<file path="config.mk">
export PLATFORM = sky130hd
export DESIGN_NAME = iob_div_arbiter
export DESIGN_NICKNAME = d
export VERILOG_FILES = /design/src/rtl/iob_div_arbiter.sv
export SDC_FILE = /design/constraint.sdc
export NUM_CORES = 1
export LEC_CHECK = 0
export BUFFER_PORTS_ARGS = -buffer_cell sky130_fd_sc_hd__buf_4
export CAP_MARGIN = 10
export CORE_AREA = 8 8 179 181
export CTS_CLUSTER_SIZE = 25
export DETAILED_ROUTE_END_ITERATION = 10
export DIE_AREA = 0 0 187 189
export SYNTH_ARGS = -nofsm -noshare
export SYNTH_HDL_FRONTEND = slang
export SYNTH_SLANG_ARGS = --single-unit
</file>
<file path="constraint.sdc">
create_clock -name clk -period 2 [get_ports clk]
set_clock_uncertainty 0.05 [all_clocks]
set_input_delay 0.1 -clock clk [delete_from_list [all_inputs] [get_ports clk]]
set_output_delay 0.1 -clock clk [all_outputs]
set_load 0.02 [all_outputs]
</file>
<file path="src/rtl/iob_div_arbiter.sv">
`default_nettype none
// ============================================================================
// Module      : iob_div_arbiter
// Description : Round-robin front end that shares one iob_div_subshift divider
//               among N_REQ requesters with valid/ready request and response.
// Revision    : 1.0 - initial release
// ============================================================================
module iob_div_arbiter #(
    parameter int DATA_W = 32,
    parameter int N_REQ  = 4
) (
    input  logic                      clk,
    input  logic                      rst,

    input  logic [N_REQ-1:0]          req_valid,
    output logic [N_REQ-1:0]          req_ready,
    input  logic [N_REQ-1:0]          req_sign,
    input  logic [N_REQ*DATA_W-1:0]   req_dividend,
    input  logic [N_REQ*DATA_W-1:0]   req_divisor,

    output logic [N_REQ-1:0]          rsp_valid,
    input  logic [N_REQ-1:0]          rsp_ready,
    output logic [DATA_W-1:0]         rsp_quotient,
    output logic [DATA_W-1:0]         rsp_remainder,
    output logic                      rsp_dbz,

    output logic                      busy,

    output logic                      div_en,
    output logic                      div_sign,
    output logic [DATA_W-1:0]         div_dividend,
    output logic [DATA_W-1:0]         div_divisor,
    input  logic                      div_done,
    input  logic [DATA_W-1:0]         div_quotient,
    input  logic [DATA_W-1:0]         div_remainder
);

    localparam int c_PTR_W = (N_REQ > 1) ? $clog2(N_REQ) : 1;

    localparam logic [1:0] c_IDLE     = 2'd0;
    localparam logic [1:0] c_RUN      = 2'd1;
    localparam logic [1:0] c_ZERO_RSP = 2'd2;
    localparam logic [1:0] c_RESP     = 2'd3;

    logic [1:0]          r_state;
    logic [c_PTR_W-1:0]  r_ptr;
    logic [c_PTR_W-1:0]  r_owner;
    logic                r_sign;
    logic [DATA_W-1:0]   r_dividend;
    logic [DATA_W-1:0]   r_divisor;
    logic [DATA_W-1:0]   r_quot;
    logic [DATA_W-1:0]   r_rem;
    logic                r_dbz;

    logic                w_grant_found;
    logic [c_PTR_W-1:0]  w_grant;
    logic                w_accept;
    logic                w_rsp_ack;
    logic                w_sel_sign;
    logic [DATA_W-1:0]   w_sel_dividend;
    logic [DATA_W-1:0]   w_sel_divisor;

    // Index of the requester 'offset' places after 'base', wrapping at N_REQ.
    function automatic logic [c_PTR_W-1:0] f_rr_idx(input logic [c_PTR_W-1:0] base,
                                                     input int offset);
        int v_sum;
        v_sum = int'(base) + offset;
        if (v_sum >= N_REQ) begin
            v_sum = v_sum - N_REQ;
        end
        return c_PTR_W'(v_sum);
    endfunction

    always_comb begin
        w_grant_found = 1'b0;
        w_grant       = r_ptr;
        for (int k = 1; k <= N_REQ; k++) begin
            if (!w_grant_found && req_valid[f_rr_idx(r_ptr, k)]) begin
                w_grant_found = 1'b1;
                w_grant       = f_rr_idx(r_ptr, k);
            end
        end
    end

    assign w_accept       = (r_state == c_IDLE) && w_grant_found;
    assign w_sel_sign     = req_sign[w_grant];
    assign w_sel_dividend = req_dividend[int'(w_grant)*DATA_W +: DATA_W];
    assign w_sel_divisor  = req_divisor[int'(w_grant)*DATA_W +: DATA_W];
    assign w_rsp_ack      = (r_state == c_RESP) && rsp_ready[r_owner];

    always_comb begin
        req_ready = '0;
        if (w_accept) begin
            req_ready[w_grant] = 1'b1;
        end
    end

    always_comb begin
        rsp_valid = '0;
        if (r_state == c_RESP) begin
            rsp_valid[r_owner] = 1'b1;
        end
    end

    always_ff @(posedge clk) begin
        if (rst) begin
            r_state    <= c_IDLE;
            r_ptr      <= c_PTR_W'(N_REQ - 1);
            r_owner    <= '0;
            r_sign     <= 1'b0;
            r_dividend <= '0;
            r_divisor  <= '0;
            r_quot     <= '0;
            r_rem      <= '0;
            r_dbz      <= 1'b0;
        end else begin
            case (r_state)
                c_IDLE: begin
                    if (w_accept) begin
                        r_sign     <= w_sel_sign;
                        r_dividend <= w_sel_dividend;
                        r_divisor  <= w_sel_divisor;
                        r_owner    <= w_grant;
                        r_ptr      <= w_grant;
                        r_state    <= (w_sel_divisor == '0) ? c_ZERO_RSP : c_RUN;
                    end
                end
                c_RUN: begin
                    if (div_done) begin
                        r_quot  <= div_quotient;
                        r_rem   <= div_remainder;
                        r_dbz   <= 1'b0;
                        r_state <= c_RESP;
                    end
                end
                c_ZERO_RSP: begin
                    // Divide-by-zero is answered locally; the divider stays idle.
                    r_quot  <= '1;
                    r_rem   <= r_dividend;
                    r_dbz   <= 1'b1;
                    r_state <= c_RESP;
                end
                c_RESP: begin
                    if (w_rsp_ack) begin
                        r_state <= c_IDLE;
                    end
                end
                default: begin
                    r_state <= c_IDLE;
                end
            endcase
        end
    end

    // div_en falls as soon as RUN is left, which also clears the divider between jobs.
    assign div_en        = (r_state == c_RUN);
    assign div_sign      = r_sign;
    assign div_dividend  = r_dividend;
    assign div_divisor   = r_divisor;

    assign rsp_quotient  = r_quot;
    assign rsp_remainder = r_rem;
    assign rsp_dbz       = (r_state == c_RESP) && r_dbz;
    assign busy          = (r_state != c_IDLE);

endmodule
`default_nettype wire

</file>
==> results of run 1 <==
[how the worst max path moves through the flow]
stage / start / to / cells after the start
2_1_floorplan: r_ptr[0]$_SDFFE_PP1P_ / req_ready[2] / 6
3_3_place_gp: r_ptr[0]$_SDFFE_PP1P_ / r_state[1]$_SDFFE_PP0P_ / 9
3_5_place_dp: r_ptr[0]$_SDFFE_PP1P_ / r_state[1]$_SDFFE_PP0P_ / 9
4_1_cts: r_ptr[0]$_SDFFE_PP1P_ / r_state[1]$_SDFFE_PP0P_ / 7
5_1_grt: r_ptr[0]$_SDFFE_PP1P_ / r_state[0]$_SDFFE_PP0P_ / 9
6_report: r_ptr[0]$_SDFFE_PP1P_ / r_state[1]$_SDFFE_PP0P_ / 9
[repair_timing]
item                       4_1_cts  5_1_grt
setup buffers                   10       12
resized for setup               37       64
hold endpoints to repair        60        0
setup endpoints to repair       44       64
cloned                           5        5
pin swaps                        5        9
hold buffers                    60        0
[kinds of logic (layout without fill, tap and decap cells)]
logic type | Yosys count | count (layout) | share of synthesized area
muxes | 59 | 59 | 0.0831
and+or+nand+nor | 602 | 602 | 0.354
buffers and inverters | 96 | 647 | 0.0561
DFF | 136 | 136 | 0.369
AOI/OAI and AO/OA | 155 | 155 | 0.131
adders and majority gates | 4 | 4 | 0.00678
[area by class of cell]
cell class              count  area (um2)  area share
clock buffers              18         429      0.0315
clock inverters            13         220      0.0161
inverters                   7        26.3     0.00193
multi-input cells         820        4550       0.334
flip-flops and latches    136        2730       0.200
well taps                 390         488      0.0358
repair buffers            609        5200       0.381
[worst max-delay path: stages (launching register included)]
cell       delay [ns]
dfxtp_2          0.34
o221a_1          0.29
buf_6            0.13
nor2_4           0.21
clkbuf_16        0.21
mux2i_1          0.20
mux2_4           0.19
nand4_4          0.10
nor4_4           0.28
o21a_1           0.17
[through the flow]
step                      area [um2]  power, mW  worst slack [ns]  TNS [ns]
after floorplan                 7380       11.7           0.00896         0
after global placement         11500       16.7            -0.256     -3.33
after detailed placement       11500       16.8            -0.351     -4.65
after CTS                      13200       21.5            -0.206     -2.26
after global routing           13600       23.9            -0.334     -7.86
final                          13600       22.5            -0.243     -2.83
[routing by layer]
metal	vias to the layer above	part of all wire	GRT usage
met5	-	0	0
met4	0	0.024	0.0687
met3	51	0.084	0.0627
met2	479	0.49	0.356
met1	4571	0.41	0.256
li1	4722	-	-
[state kept, by name, summed over array words and instances, names as in the netlist]
name	count
rsp_quotient	32
rsp_remainder	32
r_ptr	2
div_sign	1
r_dbz	1
r_owner	2
r_state	2
div_dividend	32
div_divisor	32
[cell usage after synthesis (2+ instances only)]
library cell,instances
buf_2,16
or2_1,2
nor4_1,11
nand3_1,171
inv_1,6
nand2_1,286
ha_1,4
and3_1,2
buf_6,2
nand4_1,6
o22ai_1,33
clkbuf_1,59
a211oi_1,33
dfxtp_1,136
o21bai_1,2
nor2_1,97
buf_1,9
mux2i_1,50
nand2b_1,2
mux2_2,8
a21oi_1,70
nor3_1,12
o41ai_1,5
buf_4,2
or4_1,4
[report_power, final]
part	total (mW)	switching [mW]	internal, mW
registers	4.79	0.847	3.95
logic	14.1	7.95	6.18
clock network	3.57	1.34	2.23
total	22.5	10.1	12.4
[cell usage in the layout, fill, tap and decap left out, drive strengths merged, types with 3 or more instances in the layout]
cell           n
clkbuf        23
nand4          7
mux2i         50
buf          543
nand3        171
clkinv         3
dfxtp        136
nand2        286
bufinv         5
nor2          98
mux2           8
dlygate4sd3   60
nor4          12
nor3          12
o41ai          5
a211oi        33
or4            4
o22ai         33
a21oi         71
inv           10
ha             4
nand2b         3
==> reports/qor.yml, run 1 <==
floorplan:
  die_h_um: 189
  die_width_um: 187
  rows: 63
  die_area_um2: 35300
  start_util: 0.252
  io-pin-count: 475
  core_um2: 29200
yosys:
  syn-num-nets: 1391
  netlist_top_cells_area: "dfxtp_1 37%, nand2_1 15%, nand3_1 12%"
  synth_edf_count: 0
  synth_top_area_cell: "dfxtp_1"
  synth_ff_type: "dfxtp_1"
  ys_seq_area_frac: 0.369
  synth_top_area_share: 0.369
  async_reset_ff_frac: 0
  synthCells: 1052
  yosys_warnings: 0
  ys_ff_latch: 136
  avgSynthCellArea_um2: 7.01
  ys_types: 49
  synth_area_um2: 7380
global_route:
  grt_max_degree: 72
  grt_pass1_wl_um: 58900
  antenna_found_initial: 0
  grt-ovfl-total: 0
  grt_pass1_vias: 9801
  grt_usage: 0.212
drt:
  wirelength_um: 40800
  via_per_inst: 4.93
  drtIter0Drc: 639
  drt_first_pass_iters: 5
  vias: 9823
  drc_errors: 0
  wl_per_cell_um: 20.5
  postRouteAntennaNets: 0
run_status:
  status: "complete, but fails checks"
  violations: "negative setup slack"
sta:
  min_period_ns: 2.24
  slew_violations: 0
  finalSetupViolations: 52
  max_slew_margin: 0.564
  rsz0062_at_grt: "true"
  setup_slack_ns: -0.243
  hold_slack_ns: 0.0224
  final_hold_viol_count: 0
  worstMarginPinSlew_ns: 0.649
  min_period_over_period: 1.12
  max_freq_ghz: 0.446
setup_path:
  worstSetupStartpointType: "flop"
  cp_data_arrival_time_ns: 2.56
  path_class: "flop to flop"
  regToRegStartpoint: "r_ptr[0]$_SDFFE_PP1P_"
  cp-end-kind: "flop"
  r2r-end: "r_state[1]$_SDFFE_PP0P_"
  critPathMaxFanout: 7
  r2r_setup_slack_ns: -0.24
  r2r_cells: 9
  crit_required_ns: 2.32
placed_design:
  place_inst: 1872
  numPortBuffers: 474
  place_congestion: 0.894
  dp.final_hpwl_um: 29800
cts:
  cts_root_buf: "clkbuf_16"
  clk_latency_ns: 0.42
  cts_buffers: 17
  clock_sinks: 136
  clock_path_buffers: 2
  cts_tree: "yes"
  htreeDepth: 4
  clkTransAtPathRegs_ns: 0.07
hold_path:
  min_path_type: "input port to flop"
  hold_path_end: "div_dividend[24]$_SDFFE_PP0P_"
  hp-start: "req_dividend[88]"
  hold_depth: 5
run:
  maxCapViolCount: 0
cells_and_area:
  nFillCells: 2886
  final_cell_count_no_fill: 1993
  layout-area-overhead-vs-synth_pct: 84.9
  drive_above_1_share: 0.398
  finish.net_count: 1930
  fin_util: 0.466
  diodes: 0
power:
  powerDensity_nw_per_um2: 1650
  ir_drop_uv: 695
  p_leak_nw: 6.30
Note: power is estimated with default switching activity, not from simulation.
==> run 2, diff against run 1 <==
--- a/config.mk
+++ b/config.mk
@@ -8,6 +8,7 @@
 export BUFFER_PORTS_ARGS = -buffer_cell sky130_fd_sc_hd__buf_4
 export CAP_MARGIN = 10
 export CORE_AREA = 8 8 179 181
+export CTS_BUF_LIST = sky130_fd_sc_hd__clkbuf_16
 export CTS_CLUSTER_SIZE = 25
 export DETAILED_ROUTE_END_ITERATION = 10
 export DIE_AREA = 0 0 187 189
==> run 2 against run 1 <==
  * The run still ends with negative setup slack left
  * Worst setup slack better by 0.0025 ns
  * Worst hold slack barely moved
  * Sequential share of layout area is essentially flat
  * Clock power is essentially flat
  * Cell area decreased by 0.11%
  * Via count fell by 0.27%
  * First-iteration DRC count grew 3.0%
  * Total power about the same
  * Final cell count unchanged
  * Register-to-register slack about the same
==> reports/qor.yml, run 2 (same netlist as run 1, synthesis figures left out) <==
sta:
  hold_slack_ns: 0.0223
  fin_tns_setup_ns: -2.83
  min_period_ns: 2.24
  max_freq_ghz: 0.446
  min_period_over_period: 1.12
  worstMarginPinSlew_ns: 0.584
  final_hold_viol_count: 0
  setup_slack_ns: -0.240
  slew_violations: 0
  rsz0062_at_grt: "true"
  finalSetupViolations: 52
  max_slew_margin: 0.608
cts:
  cts_tree: "yes"
  clock_path_buffers: 2
  htreeDepth: 4
  clkTransAtPathRegs_ns: 0.07
  clk_latency_ns: 0.42
  cts_buffers: 17
  clock_sinks: 136
  cts_root_buf: "clkbuf_16"
setup_path:
  worstSetupStartpointType: "flop"
  r2r_setup_slack_ns: -0.24
  critPathTopFamily: "simple AND/OR/NAND/NOR gates"
  crit_required_ns: 2.32
  critPathBufInv: 2
  path_class: "flop to flop"
  cp-end-kind: "flop"
  cp_data_arrival_time_ns: 2.56
  critPathMaxFanout: 7
  cp_cell_sequence: "o221a_1 -> buf_6 -> nor2_4 -> clkbuf_16 -> mux2i_4 -> mux2_4 -> nand4_4 -> nor4_4 -> o21a_1"
  slowest_stage: "dfxtp_2"
  slowest_delay_ns: 0.34
floorplan:
  die_area_um2: 35300
  core_um2: 29200
  die_h_um: 189
  die_width_um: 187
  start_util: 0.252
  rows: 63
  io-pin-count: 475
cells_and_area:
  drive_above_1_share: 0.395
  finish.net_count: 1930
  diodes: 0
  layout-area-overhead-vs-synth_pct: 84.7
  mostFrequentLayoutCell: "buf_4"
  layout_common_cells: "506 x buf_4, 285 x nand2_1, 165 x nand3_1"
  final_cell_count_no_fill: 1993
placed_design:
  dp.final_hpwl_um: 29800
  numPortBuffers: 474
  place_inst: 1872
  place_congestion: 0.894
run_status:
  violations: "negative setup slack"
  status: "complete, but fails checks"
power:
  p_total_mw: 22.5
  powerDensity_nw_per_um2: 1650
  p_leak_nw: 6.30
  ir_drop_uv: 700
drt:
  postRouteAntennaNets: 0
  wl_per_cell_um: 20.4
  drtIter0Drc: 658
  drt_first_pass_iters: 5
  vias: 9796
  via_per_inst: 4.92
  drc_errors: 0
  wirelength_um: 40700
global_route:
  grt_pass1_wl_um: 58900
  grt_usage: 0.212
  antenna_found_initial: 0
  grt-ovfl-total: 0
  grt_pass1_vias: 9801
  grt_max_degree: 72
run:
  maxCapViolCount: 0
hold_path:
  min_path_type: "input port to flop"
## run 2: worst register-to-register path, delay by kind of cell (launching register included)
kind,cells,cell delay [ns]
DFF,1,0.34
and+or+nand+nor,3,0.58
buffers and inverters,2,0.35
muxes,2,0.40
AOI/OAI and AO/OA,2,0.46
## run 2: power by group
| group | leakage, nW | internal, mW | switching [mW] |
|---|---|---|---|
| combinational | 4.87 | 6.19 | 7.94 |
| clock | 0.313 | 2.23 | 1.34 |
| sequential | 1.12 | 3.95 | 0.850 |
| total | 6.30 | 12.4 | 10.1 |
## run 2: stage by stage
step | util | cell area (um2) | setup slack [ns]
floorplan | - | 7380 | 0.00896
global placement | 0.394 | 11500 | -0.256
detailed placement | 0.394 | 11500 | -0.351
CTS | 0.450 | 13200 | -0.206
global route | 0.466 | 13600 | -0.334
finish | 0.466 | 13600 | -0.240
## run 2: layout make-up
cell class	count	area [um2]
Tap cell	390	488
Sequential cell	136	2730
Clock inverter	14	224
Clock buffer	17	425
Multi-Input combinational cell	820	4530
Timing Repair Buffer	609	5210
Inverter	7	26.3
Fill cell	2882	15600
## run 2: layer usage
metal  global-route usage  routed length, um  vias to the layer above
li1                     -                  -                     4720
met1                0.256              16800                     4585
met2                0.356              19800                      448
met3               0.0627               3150                       43
met5                    0                  0                        -
met4               0.0687                954                        0
## run 2: worst paths after layout
kind	end	start	cells past startpoint
worst max register to register	r_state[1]$_SDFFE_PP0P_	r_ptr[0]$_SDFFE_PP1P_	9
worst min register to register	div_divisor[26]$_SDFFE_PP0P_	div_divisor[26]$_SDFFE_PP0P_	2
worst max-delay path	r_state[1]$_SDFFE_PP0P_	r_ptr[0]$_SDFFE_PP1P_	9
worst min-delay path	div_dividend[24]$_SDFFE_PP0P_	req_dividend[88]	5
## run 2: what timing repair did
action / CTS / global route
pin swaps: 5 / 6
setup buffers: 10 / 11
hold buffers: 60 / 0
gates cloned: 5 / 6
setup endpoints to repair: 44 / 64
hold endpoints to repair: 60 / 0
gates resized for setup: 37 / 54
==> run 3, diff against run 2 <==
--- a/config.mk
+++ b/config.mk
@@ -7,11 +7,12 @@
 export LEC_CHECK = 0
 export BUFFER_PORTS_ARGS = -buffer_cell sky130_fd_sc_hd__buf_4
 export CAP_MARGIN = 10
-export CORE_AREA = 8 8 179 181
+export CORE_AREA = 8 8 178 180
 export CTS_BUF_LIST = sky130_fd_sc_hd__clkbuf_16
 export CTS_CLUSTER_SIZE = 25
 export DETAILED_ROUTE_END_ITERATION = 10
-export DIE_AREA = 0 0 187 189
+export DIE_AREA = 0 0 186 188
+export RECOVER_POWER = 25
 export SYNTH_ARGS = -nofsm -noshare
 export SYNTH_HDL_FRONTEND = slang
 export SYNTH_SLANG_ARGS = --single-unit
==> run 3 against run 2 <==
  * The run still ends with negative setup slack left
  * Global-route usage rose by 0.13 points
  * Die area fell by 1.1%
  * Count of clock-buffer cells in the layout did not move
  * Final cell count barely moved
  * Combinational power barely moved
  * Critical path type unchanged
  * Highest routed layer unchanged
==> reports/qor.yml, run 3 (same netlist as run 1, synthesis figures left out) <==
sta:
  slew_violations: 0
  final_hold_viol_count: 0
  setup_slack_ns: -0.208
  rsz0062_at_grt: "true"
  max_freq_ghz: 0.453
  finalSetupViolations: 7
  worstMarginPinSlew_ns: 0.643
  hold_slack_ns: 0.0289
  fin_tns_setup_ns: -0.986
  max_slew_margin: 0.572
  min_period_over_period: 1.10
  min_period_ns: 2.21
drt:
  postRouteAntennaNets: 0
  drtIter0Drc: 583
  vias: 9867
  drc_errors: 0
  drt_first_pass_iters: 5
  via_per_inst: 4.95
  wl_per_cell_um: 20.6
  wirelength_um: 41000
hold_path:
  hold_depth: 3
  min_path_type: "input port to flop"
run_status:
  violations: "negative setup slack"
  status: "complete, but fails checks"
placed_design:
  placed_area_um2: 11500
  numPortBuffers: 474
  dp.final_hpwl_um: 28700
  place_congestion: 0.913
setup_path:
  crit_required_ns: 2.23
  critPathMaxFanout: 7
  worstSetupStartpointType: "flop"
  cp-end-kind: "flop"
  cp_data_arrival_time_ns: 2.44
  r2r_cells: 8
  path_class: "flop to flop"
cts:
  cts_root_buf: "clkbuf_16"
  cts_buffers: 17
  clkTransAtPathRegs_ns: 0.07
  clock_path_buffers: 2
  cts_tree: "yes"
  clk_latency_ns: 0.41
  clock_sinks: 136
  htreeDepth: 4
global_route:
  antenna_found_initial: 0
  grt_pass1_vias: 9731
  grt_usage: 0.213
  grt_pass1_wl_um: 58200
  grt_max_degree: 87
  grt-ovfl-total: 0
cells_and_area:
  mostFrequentLayoutCell: "buf_4"
  final_cell_area_um2: 13400
  layout_common_cells: "442 x buf_4, 280 x nand2_1, 160 x nand3_1"
  diodes: 0
  drive_above_1_share: 0.366
  finish.net_count: 1930
  nFillCells: 2930
  layout-area-overhead-vs-synth_pct: 81.9
floorplan:
  die_area_um2: 35000
  core_um2: 29000
  die_width_um: 186
  die_h_um: 188
  io-pin-count: 475
  rows: 63
  start_util: 0.254
run:
  maxCapViolCount: 0
power:
  ir_drop_uv: 830
  p_leak_nw: 6.06
  powerDensity_nw_per_um2: 1620
[run 3: repair_timing]
| item | 4_1_cts | 5_1_grt |
|---|---|---|
| endpoints found under the hold margin | 60 | 1 |
| buffers inserted | 7 | 8 |
| pin swaps | 7 | 10 |
| resized for setup | 41 | 61 |
| gates cloned | 8 | 10 |
| hold buffers | 60 | 1 |
| setup endpoints to repair | 47 | 68 |
[run 3: path summary, 6_finish.rpt]
check        slack (ns)                              to                        start
max               -0.21         r_state[0]$_SDFFE_PP0P_        r_ptr[0]$_SDFFE_PP1P_
min                0.03  rsp_remainder[17]$_SDFFE_PP0P_            div_remainder[17]
max reg2reg       -0.21         r_state[0]$_SDFFE_PP0P_        r_ptr[0]$_SDFFE_PP1P_
min reg2reg        0.40     div_divisor[7]$_SDFFE_PP0P_  div_divisor[7]$_SDFFE_PP0P_
[run 3: through the flow]
| stage | power (mW) | std cells | util | worst slack [ns] |
|---|---|---|---|---|
| after floorplan | 11.7 | 1052 | - | 0.00896 |
| after global placement | 16.5 | 1869 | 0.398 | -0.295 |
| after detailed placement | 16.7 | 1869 | 0.398 | -0.348 |
| after CTS | 21.2 | 1976 | 0.454 | -0.180 |
| after global routing | 23.1 | 1994 | 0.463 | -0.296 |
| final | 21.8 | 1994 | 0.463 | -0.208 |
[run 3: worst max-delay path: stages (launching register included)]
cell,delay (ns)
dfxtp_2,0.34
o221a_4,0.28
nor2_4,0.27
clkbuf_16,0.23
mux2i_2,0.20
mux2_4,0.19
nand4_4,0.09
nor4_4,0.32
o41ai_1,0.09
[run 3: final cells by class]
type	instances	area (um2)	share of cell area
clock buffer	17	425	0.0317
clock inverter	15	166	0.0124
inverter	7	26.3	0.00196
multi-input combinational	822	4600	0.343
sequential	136	2730	0.203
tap	390	488	0.0364
timing repair buffer	607	4980	0.372
[run 3: power breakdown]
part | internal [mW] | leakage, nW | switching [mW]
clock network | 1.87 | 0.288 | 1.38
registers | 3.95 | 1.12 | 0.802
logic | 5.70 | 4.65 | 8.09
[run 3: layer usage]
| metal | wire length, um | vias to the layer above | track usage |
|---|---|---|---|
| li1 | - | 4731 | - |
| met5 | 0 | - | 0 |
| met3 | 3420 | 43 | 0.0548 |
| met4 | 651 | 0 | 0.0461 |
| met2 | 20200 | 450 | 0.367 |
| met1 | 16700 | 4643 | 0.262 |
